[src/rtl/tmds_pkg.sv]
// rtl/tmds_pkg.sv - shared TMDS token constants, FSM state type and default limits
package tmds_pkg;

  localparam logic [9:0] TOK_C00 = 10'h354;
  localparam logic [9:0] TOK_C01 = 10'h0AB;
  localparam logic [9:0] TOK_C10 = 10'h154;
  localparam logic [9:0] TOK_C11 = 10'h2AB;

  localparam int DEF_LOCK_RUN   = 16;
  localparam int DEF_SEARCH_LEN = 4096;
  localparam int DEF_SLIP_WAIT  = 8;
  localparam int DEF_LOSS_LEN   = 65536;

  // Token run that keeps an established lock alive.
  localparam int HOLD_RUN = 8;

  typedef enum logic [1:0] {
    ST_SEARCH = 2'd0,
    ST_SLIP   = 2'd1,
    ST_WAIT   = 2'd2,
    ST_LOCKED = 2'd3
  } tmds_state_e;

  function automatic int cnt_width(input int limit);
    return (limit < 2) ? 1 : $clog2(limit);
  endfunction

endpackage

[src/rtl/tmds_word_decode.sv]
// rtl/tmds_word_decode.sv - classifies one TMDS word as control token or data and decodes it
module tmds_word_decode
  import tmds_pkg::*;
(
  input  logic [9:0] word_i,
  output logic       is_token_o,
  output logic [1:0] ctrl_o,
  output logic [7:0] data_o
);

  logic [7:0] q;

  always_comb begin
    is_token_o = 1'b1;
    ctrl_o     = 2'b00;
    case (word_i)
      TOK_C00: ctrl_o = 2'b00;
      TOK_C01: ctrl_o = 2'b01;
      TOK_C10: ctrl_o = 2'b10;
      TOK_C11: ctrl_o = 2'b11;
      default: is_token_o = 1'b0;
    endcase
  end

  // Bit 9 undoes DC-balance inversion; bit 8 selects XOR or XNOR chaining.
  assign q      = word_i[9] ? ~word_i[7:0] : word_i[7:0];
  assign data_o = {word_i[8] ? (q[7:1] ^ q[6:0]) : ~(q[7:1] ^ q[6:0]), q[0]};

endmodule

[src/rtl/tmds_decoder.sv]
// rtl/tmds_decoder.sv - TMDS channel decoder with word-alignment FSM driving deserializer bitslip
module tmds_decoder
  import tmds_pkg::*;
#(
  parameter int LOCK_RUN   = DEF_LOCK_RUN,
  parameter int SEARCH_LEN = DEF_SEARCH_LEN,
  parameter int SLIP_WAIT  = DEF_SLIP_WAIT,
  parameter int LOSS_LEN   = DEF_LOSS_LEN
) (
  input  logic       pclk,
  input  logic       reset,
  input  logic [9:0] raw_word,
  output logic       bitslip,
  output logic       aligned,
  output logic [7:0] dout,
  output logic       de,
  output logic       c0,
  output logic       c1
);

  localparam int RUN_W  = (cnt_width(LOCK_RUN) > 4) ? cnt_width(LOCK_RUN) : 4;
  localparam int SRCH_W = cnt_width(SEARCH_LEN);
  localparam int WAIT_W = cnt_width(SLIP_WAIT);
  localparam int LOSS_W = cnt_width(LOSS_LEN);

  localparam logic [RUN_W-1:0]  RUN_LOCK  = RUN_W'(LOCK_RUN - 1);
  localparam logic [RUN_W-1:0]  RUN_HOLD  = RUN_W'(HOLD_RUN - 1);
  localparam logic [SRCH_W-1:0] SRCH_LAST = SRCH_W'(SEARCH_LEN - 1);
  localparam logic [WAIT_W-1:0] WAIT_LAST = WAIT_W'(SLIP_WAIT - 1);
  localparam logic [LOSS_W-1:0] LOSS_LAST = LOSS_W'(LOSS_LEN - 1);

  tmds_state_e       state_q, state_d;
  logic [9:0]        raw_q;
  logic [RUN_W-1:0]  run_q, run_d;
  logic [SRCH_W-1:0] srch_q, srch_d;
  logic [WAIT_W-1:0] wait_q, wait_d;
  logic [LOSS_W-1:0] loss_q, loss_d;
  logic              aligned_q;
  logic [7:0]        dout_q;
  logic              de_q;
  logic [1:0]        ctrl_q;

  logic              tok;
  logic [1:0]        tok_ctrl;
  logic [7:0]        data_byte;
  logic              lock_hit;
  logic              hold_hit;
  logic [RUN_W-1:0]  run_inc;

  tmds_word_decode u_word_decode (
    .word_i     (raw_q),
    .is_token_o (tok),
    .ctrl_o     (tok_ctrl),
    .data_o     (data_byte)
  );

  // The FSM watches the registered word, the same one that feeds the output stage.
  assign run_inc  = (run_q == '1) ? run_q : run_q + RUN_W'(1);
  assign lock_hit = tok && (run_q == RUN_LOCK);
  assign hold_hit = tok && (run_q >= RUN_HOLD);

  always_ff @(posedge pclk) begin
    if (reset) begin
      state_q <= ST_SEARCH;
    end else begin
      state_q <= state_d;
    end
  end

  always_comb begin
    state_d = state_q;
    case (state_q)
      ST_SEARCH: begin
        if (lock_hit) begin
          state_d = ST_LOCKED;
        end else if (srch_q == SRCH_LAST) begin
          state_d = ST_SLIP;
        end
      end
      ST_SLIP:   state_d = ST_WAIT;
      ST_WAIT:   if (wait_q == WAIT_LAST) state_d = ST_SEARCH;
      ST_LOCKED: if (!hold_hit && (loss_q == LOSS_LAST)) state_d = ST_SEARCH;
      default:   state_d = ST_SEARCH;
    endcase
  end

  always_comb begin
    bitslip = (state_q == ST_SLIP);
  end

  // Every counter restarts from zero whenever the state changes.
  always_comb begin
    run_d  = '0;
    srch_d = '0;
    wait_d = '0;
    loss_d = '0;
    if (state_d == state_q) begin
      case (state_q)
        ST_SEARCH: begin
          run_d  = tok ? run_inc : '0;
          srch_d = (srch_q == '1) ? srch_q : srch_q + SRCH_W'(1);
        end
        ST_WAIT: wait_d = (wait_q == '1) ? wait_q : wait_q + WAIT_W'(1);
        ST_LOCKED: begin
          run_d  = tok ? run_inc : '0;
          loss_d = hold_hit ? '0 : ((loss_q == '1) ? loss_q : loss_q + LOSS_W'(1));
        end
        default: ;
      endcase
    end
  end

  always_ff @(posedge pclk) begin
    if (reset) begin
      run_q  <= '0;
      srch_q <= '0;
      wait_q <= '0;
      loss_q <= '0;
    end else begin
      run_q  <= run_d;
      srch_q <= srch_d;
      wait_q <= wait_d;
      loss_q <= loss_d;
    end
  end

  always_ff @(posedge pclk) begin
    if (reset) begin
      raw_q     <= '0;
      aligned_q <= 1'b0;
      dout_q    <= '0;
      de_q      <= 1'b0;
      ctrl_q    <= '0;
    end else begin
      raw_q     <= raw_word;
      aligned_q <= (state_q == ST_LOCKED);
      if (!aligned_q) begin
        dout_q <= '0;
        de_q   <= 1'b0;
        ctrl_q <= '0;
      end else if (tok) begin
        dout_q <= '0;
        de_q   <= 1'b0;
        ctrl_q <= tok_ctrl;
      end else begin
        dout_q <= data_byte;
        de_q   <= 1'b1;
      end
    end
  end

  assign aligned = aligned_q;
  assign dout    = dout_q;
  assign de      = de_q;
  assign c0      = ctrl_q[0];
  assign c1      = ctrl_q[1];

endmodule

[config.mk]
export PLATFORM = sky130hd
export DESIGN_NAME = tmds_decoder
export DESIGN_NICKNAME = d
export VERILOG_FILES = /design/src/rtl/tmds_pkg.sv /design/src/rtl/tmds_word_decode.sv /design/src/rtl/tmds_decoder.sv
export SDC_FILE = /design/constraint.sdc
export NUM_CORES = 1
export LEC_CHECK = 0
export BUFFER_PORTS_ARGS = -buffer_cell sky130_fd_sc_hd__buf_4
export CAP_MARGIN = 20
export CORE_ASPECT_RATIO = 0.8
export CORE_UTILIZATION = 64
export CTS_CLUSTER_SIZE = 24
export DETAILED_ROUTE_END_ITERATION = 8
export GPL_TIMING_DRIVEN = 1
export PLACE_DENSITY_LB_ADDON = 0.05
export SLEW_MARGIN = 20
export SYNTH_ARGS = -nofsm -noshare
export SYNTH_HDL_FRONTEND = slang
export SYNTH_HIERARCHICAL = 1
export SYNTH_SLANG_ARGS = --single-unit
[constraint.sdc]
create_clock -name pclk -period 5.2 [get_ports pclk]
set_input_delay 0 -clock pclk [delete_from_list [all_inputs] [get_ports pclk]]
set_output_delay 0 -clock pclk [all_outputs]
set_load 0.02 [all_outputs]
-- After elaboration in Yosys (flattened, before gate mapping)
Cells that the tools add are included.
Widths: inputs -> output; s select.
- register bits after elaboration: 59
- input port bits: 12
- output and inout port bits: 13
- add/subtract/negate cells: 4
- magnitude comparators: 1
- eq/ne operators: 12
- multiplexer cells: 10
- bitwise operators: 10
- reductions and logical operators: 13
- operators with widths (kind ; number):
    $eq 10x10->1 const B ; 2
    $add 16x1->16 const B ; 1
    $eq 16x16->1 const B ; 1
    $add 12x1->12 const B ; 1
    $eq 12x12->1 const B ; 1
    $reduce_or 4->1 ; 3
    $eq 10x8->1 const B ; 1
    $eq 10x9->1 const B ; 1
    $reduce_or 3->1 ; 3
    $mux 2 ; 4
    $mux 8 ; 1
    $not 8->8 ; 1
    $pmux 2 s4 ; 1
    $mux 7 ; 1
    $not 1->1 ; 7
    $not 7->7 ; 1
    $xor 7x7->7 ; 1
    $pmux 2 s3 ; 1
    $add 4x1->4 const B ; 1
    $eq 2x2->1 const B ; 2
    $eq 4x4->1 const B ; 1
    $ge 4x3->1 const B ; 1
    $reduce_or 2->1 ; 2
    $add 3x1->3 const B ; 1
    7 further kinds ; 10

-- Depth between registers and ports, before layout
Gate-level depths: netlist (run 1).
- depth after elaboration: 11
- mapped depth: 12
- mapped depth without buffers: 10

-- Cells and area by module
The synthesis (run 1) kept the hierarchy.
- modules (own cells, without submodules) (module ; instances ; cells an instance ; area an instance (um^2) ; seq. area each (um^2)):
    tmds_decoder ; 1 ; 273 ; 2653.8 ; 1181.1
    tmds_word_decode ; 1 ; 35 ; 296.5 ; 0.0

-- Worst setup path after synthesis (run 1)
OpenSTA, ideal clock, no wires.
- kind: register -> register
- start point: reg loss_q[0]
- end point: reg loss_q[4]
- setup time: 0.125 ns
- arrival time: 2.077 ns
- required time: 5.075 ns
- setup slack: 2.998 ns
- stages on the path, launching flop included: 8
- path buffers: 1
- period minus slack after synthesis: 2.202 ns
- cells stage by stage: dfxtp_1 -> ha_1 -> nand4_2 -> or4_1 -> clkbuf_2 -> or4_1 -> and3_4 -> nor4b_4
- cells in the longest elaborated chain, start to end: 7
- elaborated cells on any way between the ends: 8
- classes of those cells: 1 x add/sub; 2 x eq/ne; 2 x mux; 1 x bitwise; 2 x reduce/logical
- RTL lines (element ; RTL line ; text):
    start: declaration ; tmds_decoder.sv:37 ; logic [LOSS_W-1:0] loss_q, loss_d;
    start signal: assignment ; tmds_decoder.sv:123 ; loss_q <= loss_d;
    $eq 16x16->1 ; tmds_decoder.sv:82, tmds_decoder.sv:106 ;
    $logic_and 1x1->1 ; tmds_decoder.sv:82 ; ST_LOCKED: if (!hold_hit && (loss_q == LOSS_LAST)) state_d = ST_SEARCH;
    $mux 2 ; tmds_decoder.sv:82 ;
    $pmux 2 s4 ; tmds_decoder.sv:72 ; case (state_q)
    $eq 2x2->1 ; tmds_decoder.sv:97 ; if (state_d == state_q) begin
    $not 1->1 (no line) ; n/a ;
    $reduce_or 4->1 (no line) ; n/a ;
Several ways; a longest one is shown, not always the timed one.
A chain may end at the register's enable or synchronous reset.

-- Worst setup path in the final report (run 1)
- start point: reg raw_q[4]
- end point: reg srch_q[11]
- cells in the longest elaborated chain, start to end: 11
- elaborated cells on any way between the ends: 16
- classes of those cells: 5 x eq/ne; 4 x mux; 1 x bitwise; 6 x reduce/logical
- RTL lines (element ; RTL line ; text):
    start: declaration ; tmds_decoder.sv:33 ; logic [9:0] raw_q;
    start signal: assignment ; tmds_decoder.sv:135 ; raw_q <= raw_word;
    $eq 10x10->1, or another cell as far along ; tmds_word_decode.sv:16 ; case (word_i)
    $reduce_or 4->1 (no line) (*) ; n/a ;
    $mux 1 (*) ; tmds_word_decode.sv:16 ;
    via tok ; tmds_decoder.sv:43 ; logic tok;
    $logic_and 1x1->1 ; tmds_decoder.sv:60 ; assign hold_hit = tok && (run_q >= RUN_HOLD);
    $logic_not 1->1 ; tmds_decoder.sv:82 ;
    $logic_and 1x1->1 ; tmds_decoder.sv:82 ;
    $mux 2 ; tmds_decoder.sv:82 ;
    $pmux 2 s4 (*) ; tmds_decoder.sv:72 ;
    $eq 2x2->1 (*) ; tmds_decoder.sv:97 ;
    $not 1->1 (no line) (*) ; n/a ;
    $reduce_or 3->1 (no line) (*) ; n/a ;
    end signal: assignment ; tmds_decoder.sv:121 ; srch_q <= srch_d;
    end: declaration ; tmds_decoder.sv:35 ; logic [SRCH_W-1:0] srch_q, srch_d;
Mark *: on every way through the listed nets, which the timed path passes. The rest lies on a longest branch.

==> impl_metrics.yaml, run 1 <==
placed_design:
  gp_congestion: 0.795
  place_area_sq_um: 3150
  port_buffers: 24
  place_ws_ns: 2.43
  dpl.hpwl_mm: 4.09
pwr:
  p_per_area_nw_per_um2: 280
  p_leak_nw: 1.37
  ir_drop_mv: 0.338
  totalPowerFinal_mw: 0.999
floorplan:
  die_area_sq_um: 4890
  die_height_um: 62.7
  row_count: 21
  core_sq_um: 4310
  die_w_um: 77.9
  start_util_pct: 68.5
  io_pins: 25
timing:
  max_slew_margin_pct: 62.3
  fin_crit_sh_pct: 57.3
  max_freq_mhz: 336
  rsz0062_at_grt: "no"
  setup_slack_ns: 2.22
  finalSetupViolations: 0
  timing.final.hold_violations: 0
  final_max_slew_viol_count: 0
  layout_min_cycle_time_ns: 2.98
  fin_skew_ns: 0.0106
  tightest_slew_ns: 0.552
  finalSetupTns_ns: 0
synthesis:
  syn_nets: 338
  synthTopCellsByArea: "dfxtp_1 40%, ha_1 7.6%, xnor2_1 6.2%"
  synth_edf_count: 0
  ys_seq_area_share_pct: 40.0
  syn_inst: 308
  synth-main-ff-cell: "dfxtp_1"
  syn_area_per_cell_sq_um: 9.58
  synth-seq-cells: 59
  yosys.area.top_type: "dfxtp_1"
  synth_top_area_share_pct: 40.0
  synthArstFlopShare_pct: 0
  syn_area_sq_um: 2950
  yosysWarnings: 6
  synth_cell_types: 43
setup_path:
  max_stage_delay_ns: 0.54
  r2r_start: "raw_q[4]"
  startpoint: "raw_q[4]"
  critPathKind: "flip-flop to flip-flop"
  worstPathArrival_ns: 3.16
  startpoint_type: "flip-flop"
  crit_fanout: 33
  required_ns: 5.38
  slowest_stage: "a2111oi_0"
  crit_path_end_kind: "flip-flop"
  worstPathCellList: "inv_1 > ha_1 > nand4_1 > nor2_1 > o21bai_1 > nand2_1 > a21oi_1 > o41ai_4 > buf_4 > a2111oi_0"
cells_and_area:
  nFillCells: 267
  drive_above_1_share_pct: 14.9
  fin_util_pct: 82.8
  antennaDiodeCount: 0
  fin_area_sq_um: 3570
  areaGrowthSynthToFinish_pct: 20.9
  layout_commonest_cell: "dfxtp_1"
  fin_nets: 381
  layout_common_cells: "59 x dfxtp_1, 26 x buf_4, 23 x nor4_1"
detailed_routing:
  routedWlPerCell_um: 16.9
  vias: 2397
  wirelength_mm: 6.98
  post-route-drc-count: 0
  drtPass1Iterations: 5
  vias_per_cell: 5.82
  ant_nets: 0
  dr.first_iter.drc_count: 92
cts:
  clock_latency_ns: 0.34
  post_cts_buffers: 0
  clk_pin_slew_ns: 0.07
  cts_root_buffer: "clkbuf_8"
  clock_path_buffers: 2
  ctsHoldBuffers: 21
  cts_buffers: 9
  cts.sinks: 59
  cts-resized-gates: 0
  cts_tree: "built"
  h-tree-depth: 3
global_route:
  grt_pass1_wl_mm: 11.7
  grt_max_degree: 36
  grt_usage_pct: 31.5
  grt-ovfl-total: 0
  antenna_found_initial: 0
  met3_usage_pct: 8.76
  grt_pass1_vias: 2397
  gr-usage-met1_pct: 37.1
  use_met2_pct: 54.3
  grt-busiest-layer: "met2"
run:
  drv_cap: 0
min_path:
  hp-class: "flip-flop to flip-flop"
  hold_start: "srch_q[1]"
status:
  status: "completed"
[cells by family (layout without fill, tap and decap cells)]
group	after synthesis	count (layout)	synth area share [%]
and+or+nand+nor	137	137	29.1
adders and majority gates	18	18	7.63
xor gates and xnor gates	31	31	9.46
muxes	7	7	2.37
DFF	59	59	40.0
AOI/OAI and AO/OA	29	29	7.38
buffers and inverters	27	74	4.03
[critical path: cells and delay by family, from the launching register on]
kind	cells	cell delay [ns]
adder cells (fa/ha/maj)	1	0.16
AO/OA/AOI/OAI	4	1.36
AND/OR/NAND/NOR	3	0.57
buffers and inverters	2	0.35
flip-flops	1	0.37
[flip-flops by register name (all words and copies together), names as in the netlist]
| signal | count |
|---|---|
| de | 1 |
| loss_q | 16 |
| state_q | 2 |
| srch_q | 12 |
| wait_q | 3 |
| run_q | 4 |
| ctrl_q | 2 |
| aligned | 1 |
| dout | 8 |
| raw_q | 10 |
[cell usage after synthesis (3+ instances only)]
cell type,n
buf_2,6
a21oi_1,4
nor2b_1,12
o211ai_1,4
a2111oi_0,8
nor3_1,16
a31oi_1,3
and3_1,4
nand3_1,13
and2_1,9
nor2_1,15
dfxtp_1,59
nand2_1,14
nand2b_1,4
nand4_1,9
xnor2_1,21
ha_1,18
mux2i_1,7
o21ai_0,4
clkbuf_1,6
xor2_1,9
nor4_1,23
inv_1,12
[metal layers]
layer,routed length [um],share of wire [%]
met5,0,0
met4,93,1.3
met3,352,5.0
met2,3460,50
met1,3070,44
[final cells by class]
cell class                 instances  area [sq um]  area share, %
multi-input combinational        222          1660           46.6
clock inverter                     4          50.0           1.40
tap                               57          71.3           2.00
sequential                        59          1180           33.1
timing repair buffer              47           405           11.4
clock buffer                      11           151           4.25
inverter                          12          45.0           1.26
[power breakdown]
group | internal, mW | total, mW | leakage, nW | switching [mW]
Clock | 0.244 | 0.426 | 0.0974 | 0.183
Sequential | 0.462 | 0.474 | 0.478 | 0.0121
Combinational | 0.0434 | 0.0985 | 0.798 | 0.0551
Total | 0.749 | 0.999 | 1.37 | 0.250
[per-stage QoR]
stage | hold slack, ns | cells
finish | 0.501 | 412
global placement | 0.211 | 376
CTS | 0.501 | 412
floorplan | 0.0716 | 308
global route | 0.550 | 412
detailed placement | 0.214 | 376
[path summary, 6_finish.rpt]
check                to  slack [ns]  cells after the start
min reg2reg   srch_q[1]        0.50                      2
max reg2reg  srch_q[11]        2.22                     10
max          srch_q[11]        2.22                     10
min           srch_q[1]        0.50                      2
(Power assumes the default switching activity.)
==> run 2, diff against run 1 <==
--- a/config.mk
+++ b/config.mk
@@ -8,7 +8,7 @@
 export BUFFER_PORTS_ARGS = -buffer_cell sky130_fd_sc_hd__buf_4
 export CAP_MARGIN = 20
 export CORE_ASPECT_RATIO = 0.8
-export CORE_UTILIZATION = 64
+export CORE_UTILIZATION = 53
 export CTS_CLUSTER_SIZE = 24
 export DETAILED_ROUTE_END_ITERATION = 8
 export GPL_TIMING_DRIVEN = 1
==> constraint.sdc (replaced) <==
create_clock -name pclk -period 2.5 [get_ports pclk]
set_input_delay 0 -clock pclk [delete_from_list [all_inputs] [get_ports pclk]]
set_output_delay 0 -clock pclk [all_outputs]
set_load 0.02 [all_outputs]
==> impl_metrics.yaml, run 2 (synthesis results as in run 1) <==
setup_path:
  required_ns: 2.71
  path_buf_inv: 0
  max_stage_delay_ns: 0.62
  cp_top_family: "simple AND/OR/NAND/NOR gates"
  startpoint_type: "flip-flop"
  r2r_start: "loss_q[0]"
  r2r_cells: 6
  worstPathArrival_ns: 2.59
  worstPathCellList: "ha_1 > nand4_2 > or4_1 > or4_1 > and3_4 > nor4b_4"
  cpMostUsedCell: "or4_1"
  critPathKind: "flip-flop to flip-flop"
  r2r-end: "loss_q[4]"
  crit_path_end_kind: "flip-flop"
  crit_fanout: 5
  reg2reg_slack_ns: 0.12
  slowest_stage: "or4_1"
pwr:
  ir_drop_mv: 0.442
  p_leak_nw: 1.40
  totalPowerFinal_mw: 1.94
  p_per_area_nw_per_um2: 536
min_path:
  hold_start: "loss_q[1]"
  min_path_cells: 2
  hp-class: "flip-flop to flip-flop"
  holdPathEnd: "loss_q[1]"
timing:
  finalSetupTns_ns: 0
  fin_crit_sh_pct: 95.3
  max_slew_margin_pct: 67.0
  finalSetupViolations: 0
  timing.final.hold_violations: 0
  final_max_slew_viol_count: 0
  max_freq_mhz: 420
  tightest_slew_ns: 0.493
  fin_skew_ns: 0.00808
  layout_min_cycle_time_ns: 2.38
cells_and_area:
  regMostFlops: "loss_q"
  layout_common_cells: "59 x dfxtp_1, 31 x buf_4, 23 x nor4_1"
  fin_nets: 387
  drive_above_1_share_pct: 17.7
  largest_reg_flops: 16
  areaGrowthSynthToFinish_pct: 22.6
  instances_no_fill: 423
  layout_commonest_cell: "dfxtp_1"
  largestRegisters: "loss_q (16), srch_q (12), raw_q (10)"
  antennaDiodeCount: 0
global_route:
  grt_usage_pct: 24.0
  antenna_found_initial: 0
  grt_max_degree: 36
  grt-ovfl-total: 0
  grt_pass1_wl_mm: 10.7
  grt_pass1_vias: 2204
floorplan:
  die_area_sq_um: 5870
  die_height_um: 68.7
  core_sq_um: 5180
  io_pins: 25
  row_count: 23
  die_w_um: 85.4
  start_util_pct: 57.0
run:
  drv_cap: 0
cts:
  clock_latency_ns: 0.33
  cts_root_buffer: "clkbuf_8"
  clk_pin_slew_ns: 0.07
  post_cts_buffers: 0
  cts_buffers: 9
  clock_path_buffers: 2
  cts_tree: "built"
  cts.sinks: 59
  h-tree-depth: 3
detailed_routing:
  routedWlPerCell_um: 14.8
  drtPass1Iterations: 6
  ant_nets: 0
  vias_per_cell: 5.53
  vias: 2341
  post-route-drc-count: 0
  dr.first_iter.drc_count: 169
  wirelength_mm: 6.25
placed_design:
  port_buffers: 24
  gp_congestion: 0.820
  dpl.hpwl_mm: 4.12
  placedCellCount: 387
status:
  status: "completed"
[run 2: cell count changes in the layout (fill, tap and decap cells not counted), sizes merged]
| cell | change |
|---|---|
| clkinv | +2 |
| clkbuf | -1 |
| bufinv | -1 |
| buf | +6 |
[run 2: repair_timing]
item                                    CTS  global route
endpoints found under the setup margin    0            31
endpoints found under the hold margin    11             0
resized for setup                         0             8
hold buffers                             21             0
[run 2: per-stage QoR]
stage          cell area, sq um  utilization, %  setup WS (ns)  hold WS (ns)
5_1_grt                    3620            69.8        -0.0239         0.520
4_1_cts                    3600            69.4         0.0910         0.506
2_1_floorplan              2950               -          0.298        0.0716
6_report                   3620            69.8          0.118         0.506
3_5_place_dp               3220            62.1          0.119         0.216
3_3_place_gp               3220            62.1          0.175         0.212
[run 2: how the worst max path moves through the flow]
stage / from / endpoint / slack (ns) / cells past startpoint
CTS: wait_q[0] / loss_q[1] / 0.09 / 8
detailed placement: wait_q[0] / srch_q[1] / 0.12 / 8
global route: raw_q[6] / srch_q[8] / -0.02 / 11
floorplan: loss_q[0] / loss_q[4] / 0.30 / 7
finish: loss_q[0] / loss_q[4] / 0.12 / 6
global placement: wait_q[0] / loss_q[1] / 0.18 / 8
[run 2: power by group]
part | internal, mW | switching, mW | leakage [nW]
Sequential | 0.962 | 0.0213 | 0.478
Combinational | 0.102 | 0.116 | 0.834
Clock | 0.375 | 0.363 | 0.0839
[run 2: worst register-to-register path, cell delays in order, from the launching register on]
cell and delay (ns):
dfxtp_1 0.38, ha_1 0.28, nand4_2 0.21, or4_1 0.62
or4_1 0.44, and3_4 0.20, nor4b_4 0.12
[run 2: routing by layer]
| layer | vias to the layer above | GRT usage [%] | share of wire, % |
|---|---|---|---|
| li1 | 1214 | - | - |
| met1 | 1087 | 32.5 | 52 |
| met2 | 35 | 37.7 | 44 |
| met3 | 5 | 5.12 | 3.3 |
| met4 | 0 | 9.38 | 0.85 |
| met5 | - | 0 | 0 |
[run 2: final cells by class]
type | instances | area [sq um]
multi-input cells | 222 | 1680
fillers | 417 | 1560
flip-flops and latches | 59 | 1180
repair buffers | 53 | 463
clock buffers | 10 | 138
well taps | 62 | 77.6
inverters | 12 | 45.0
clock inverters | 5 | 30.0
==> run 3, diff against run 2 <==
--- a/config.mk
+++ b/config.mk
@@ -8,6 +8,7 @@
 export BUFFER_PORTS_ARGS = -buffer_cell sky130_fd_sc_hd__buf_4
 export CAP_MARGIN = 20
 export CORE_ASPECT_RATIO = 0.8
+export CORE_MARGIN = 5
 export CORE_UTILIZATION = 53
 export CTS_CLUSTER_SIZE = 24
 export DETAILED_ROUTE_END_ITERATION = 8
==> constraint.sdc (replaced) <==
create_clock -name pclk -period 2.5 [get_ports pclk]
set_input_delay 0.125 -clock pclk [delete_from_list [all_inputs] [get_ports pclk]]
set_output_delay 0.125 -clock pclk [all_outputs]
set_load 0.02 [all_outputs]
==> impl_metrics.yaml, run 3 (synthesis results as in run 1) <==
floorplan:
  row_count: 24
  die_w_um: 93.4
  io_pins: 25
  start_util_pct: 54.3
  core_sq_um: 5440
  die_height_um: 76.7
  die_area_sq_um: 7170
setup_path:
  critPathKind: "flip-flop to flip-flop"
  startpoint_type: "flip-flop"
  worstPathArrival_ns: 2.57
  crit_fanout: 5
  crit_path_end_kind: "flip-flop"
  required_ns: 2.70
detailed_routing:
  post-route-drc-count: 0
  dr.first_iter.drc_count: 123
  drtPass1Iterations: 4
  vias: 2275
  met1_length_mm: 2.99
  wirelength_mm: 5.80
  routedWlPerCell_um: 13.8
  wl_met2_mm: 2.46
  maxUsedRoutingLayer: "met4"
  vias_per_cell: 5.40
  wl_met3_um: 322
  ant_nets: 0
cells_and_area:
  multiInputGateArea_sq_um: 1680
  fin_nets: 370
  instances_no_fill: 421
  largestRegisters: "loss_q (16), srch_q (12), raw_q (10)"
  nFillCells: 450
  regMostFlops: "loss_q"
  layout_commonest_cell: "dfxtp_1"
  drive_above_1_share_pct: 17.8
  largest_reg_flops: 16
  areaGrowthSynthToFinish_pct: 18.4
  layout_common_cells: "59 x dfxtp_1, 31 x buf_4, 23 x nor4_1"
  antennaDiodeCount: 0
  regArea_sq_um: 1180
pwr:
  p_switching_mw: 0.472
  swShare_pct: 23.1
  p_leak_nw: 1.33
  p_per_area_nw_per_um2: 585
  totalPowerFinal_mw: 2.04
  seqPwrFrac_pct: 48.2
  pwr-share-clk_pct: 42.6
  p_comb_share_pct: 9.2
  ir_drop_mv: 0.360
  p_int_mw: 1.57
placed_design:
  place_ws_ns: 0.148
  port_buffers: 24
  gp_congestion: 0.784
  dpl.hpwl_mm: 3.97
  placedCellCount: 403
global_route:
  grt_pass1_wl_mm: 9.74
  grt-ovfl-total: 0
  grt_pass1_vias: 2052
  grt_usage_pct: 17.0
  grt_max_degree: 34
  antenna_found_initial: 0
cts:
  h-tree-depth: 3
  cts_buffers: 9
  clk_pin_slew_ns: 0.06
  clock_path_buffers: 2
  post_cts_buffers: 0
  cts_tree: "built"
  cts_root_buffer: "clkbuf_8"
  cts.sinks: 59
  clock_latency_ns: 0.32
timing:
  timing.final.hold_violations: 0
  fin_crit_sh_pct: 94.6
  max_slew_margin_pct: 67.0
  final_max_slew_viol_count: 0
  max_freq_mhz: 423
  fin_skew_ns: 0.00746
  layout_min_cycle_time_ns: 2.36
  finalSetupViolations: 0
  setup_slack_ns: 0.136
  rsz0062_at_grt: "no"
  tightest_slew_ns: 0.491
  finalSetupTns_ns: 0
run:
  drv_cap: 0
status:
  status: "completed"
min_path:
  hp-class: "input pin to flip-flop"
==> run 3: cell types whose count changed in the layout (fill, tap and decap cells not counted), sizes merged <==
cell	delta
clkbuf	+2
bufinv	+1
dlygate4sd3	-17
clkinvlp	-2
clkinv	-2
==> run 3: through the flow <==
stage	hold WS [ns]	cell area [sq um]	util, %
final	0.0197	3490	64.3
after global routing	0.00631	3490	64.3
after CTS	0.00688	3480	64.0
after detailed placement	0.341	3240	59.6
after global placement	0.341	3240	59.6
after floorplan	0.197	2950	-
==> run 3: power by group through the flow <==
stage | clock (mW) | sequential, mW | combinational [mW]
final | 0.871 | 0.984 | 0.188
after CTS | 0.899 | 0.984 | 0.187
after global routing | 0.944 | 0.987 | 0.211
after floorplan | 0 | 0.998 | 0.133
after detailed placement | 0 | 1.01 | 0.180
after global placement | 0 | 1.00 | 0.178
==> run 3: routing by layer <==
metal	track usage (%)	up-vias
li1	-	1181
met1	23.7	1041
met2	24.8	49
met3	5.28	4
met4	5.71	0
met5	0	-
==> run 3: layout make-up <==
| class | count | area share (%) |
|---|---|---|
| clock buffers | 12 | 4.73 |
| clock inverters | 2 | 1.00 |
| inverters | 12 | 1.29 |
| multi-input cells | 222 | 48.0 |
| flip-flops and latches | 59 | 33.8 |
| well taps | 78 | 2.79 |
| repair buffers | 36 | 8.38 |
==> run 3: critical path, stage by stage, from the launching register on <==
cell     delay (ns)
dfxtp_1        0.38
ha_1           0.26
nand4_2        0.21
or4_1          0.63
or4_1          0.45
and3_4         0.20
nor4b_4        0.12
==> run 3: what timing repair did <==
action / in CTS / in global routing
hold endpoints to repair: 4 / 0
setup endpoints to repair: 0 / 3
gates resized for setup: 0 / 4
hold buffers: 4 / 0
==> run 3: final timing paths <==
| path | cells after the start | slack, ns | from | end |
|---|---|---|---|---|
| setup reg to reg | 6 | 0.14 | loss_q[0] | loss_q[4] |
| hold / removal | 2 | 0.02 | raw_word[7] | raw_q[7] |
| setup / recovery | 6 | 0.14 | loss_q[0] | loss_q[4] |
| hold reg to reg | 2 | 0.50 | srch_q[1] | srch_q[1] |
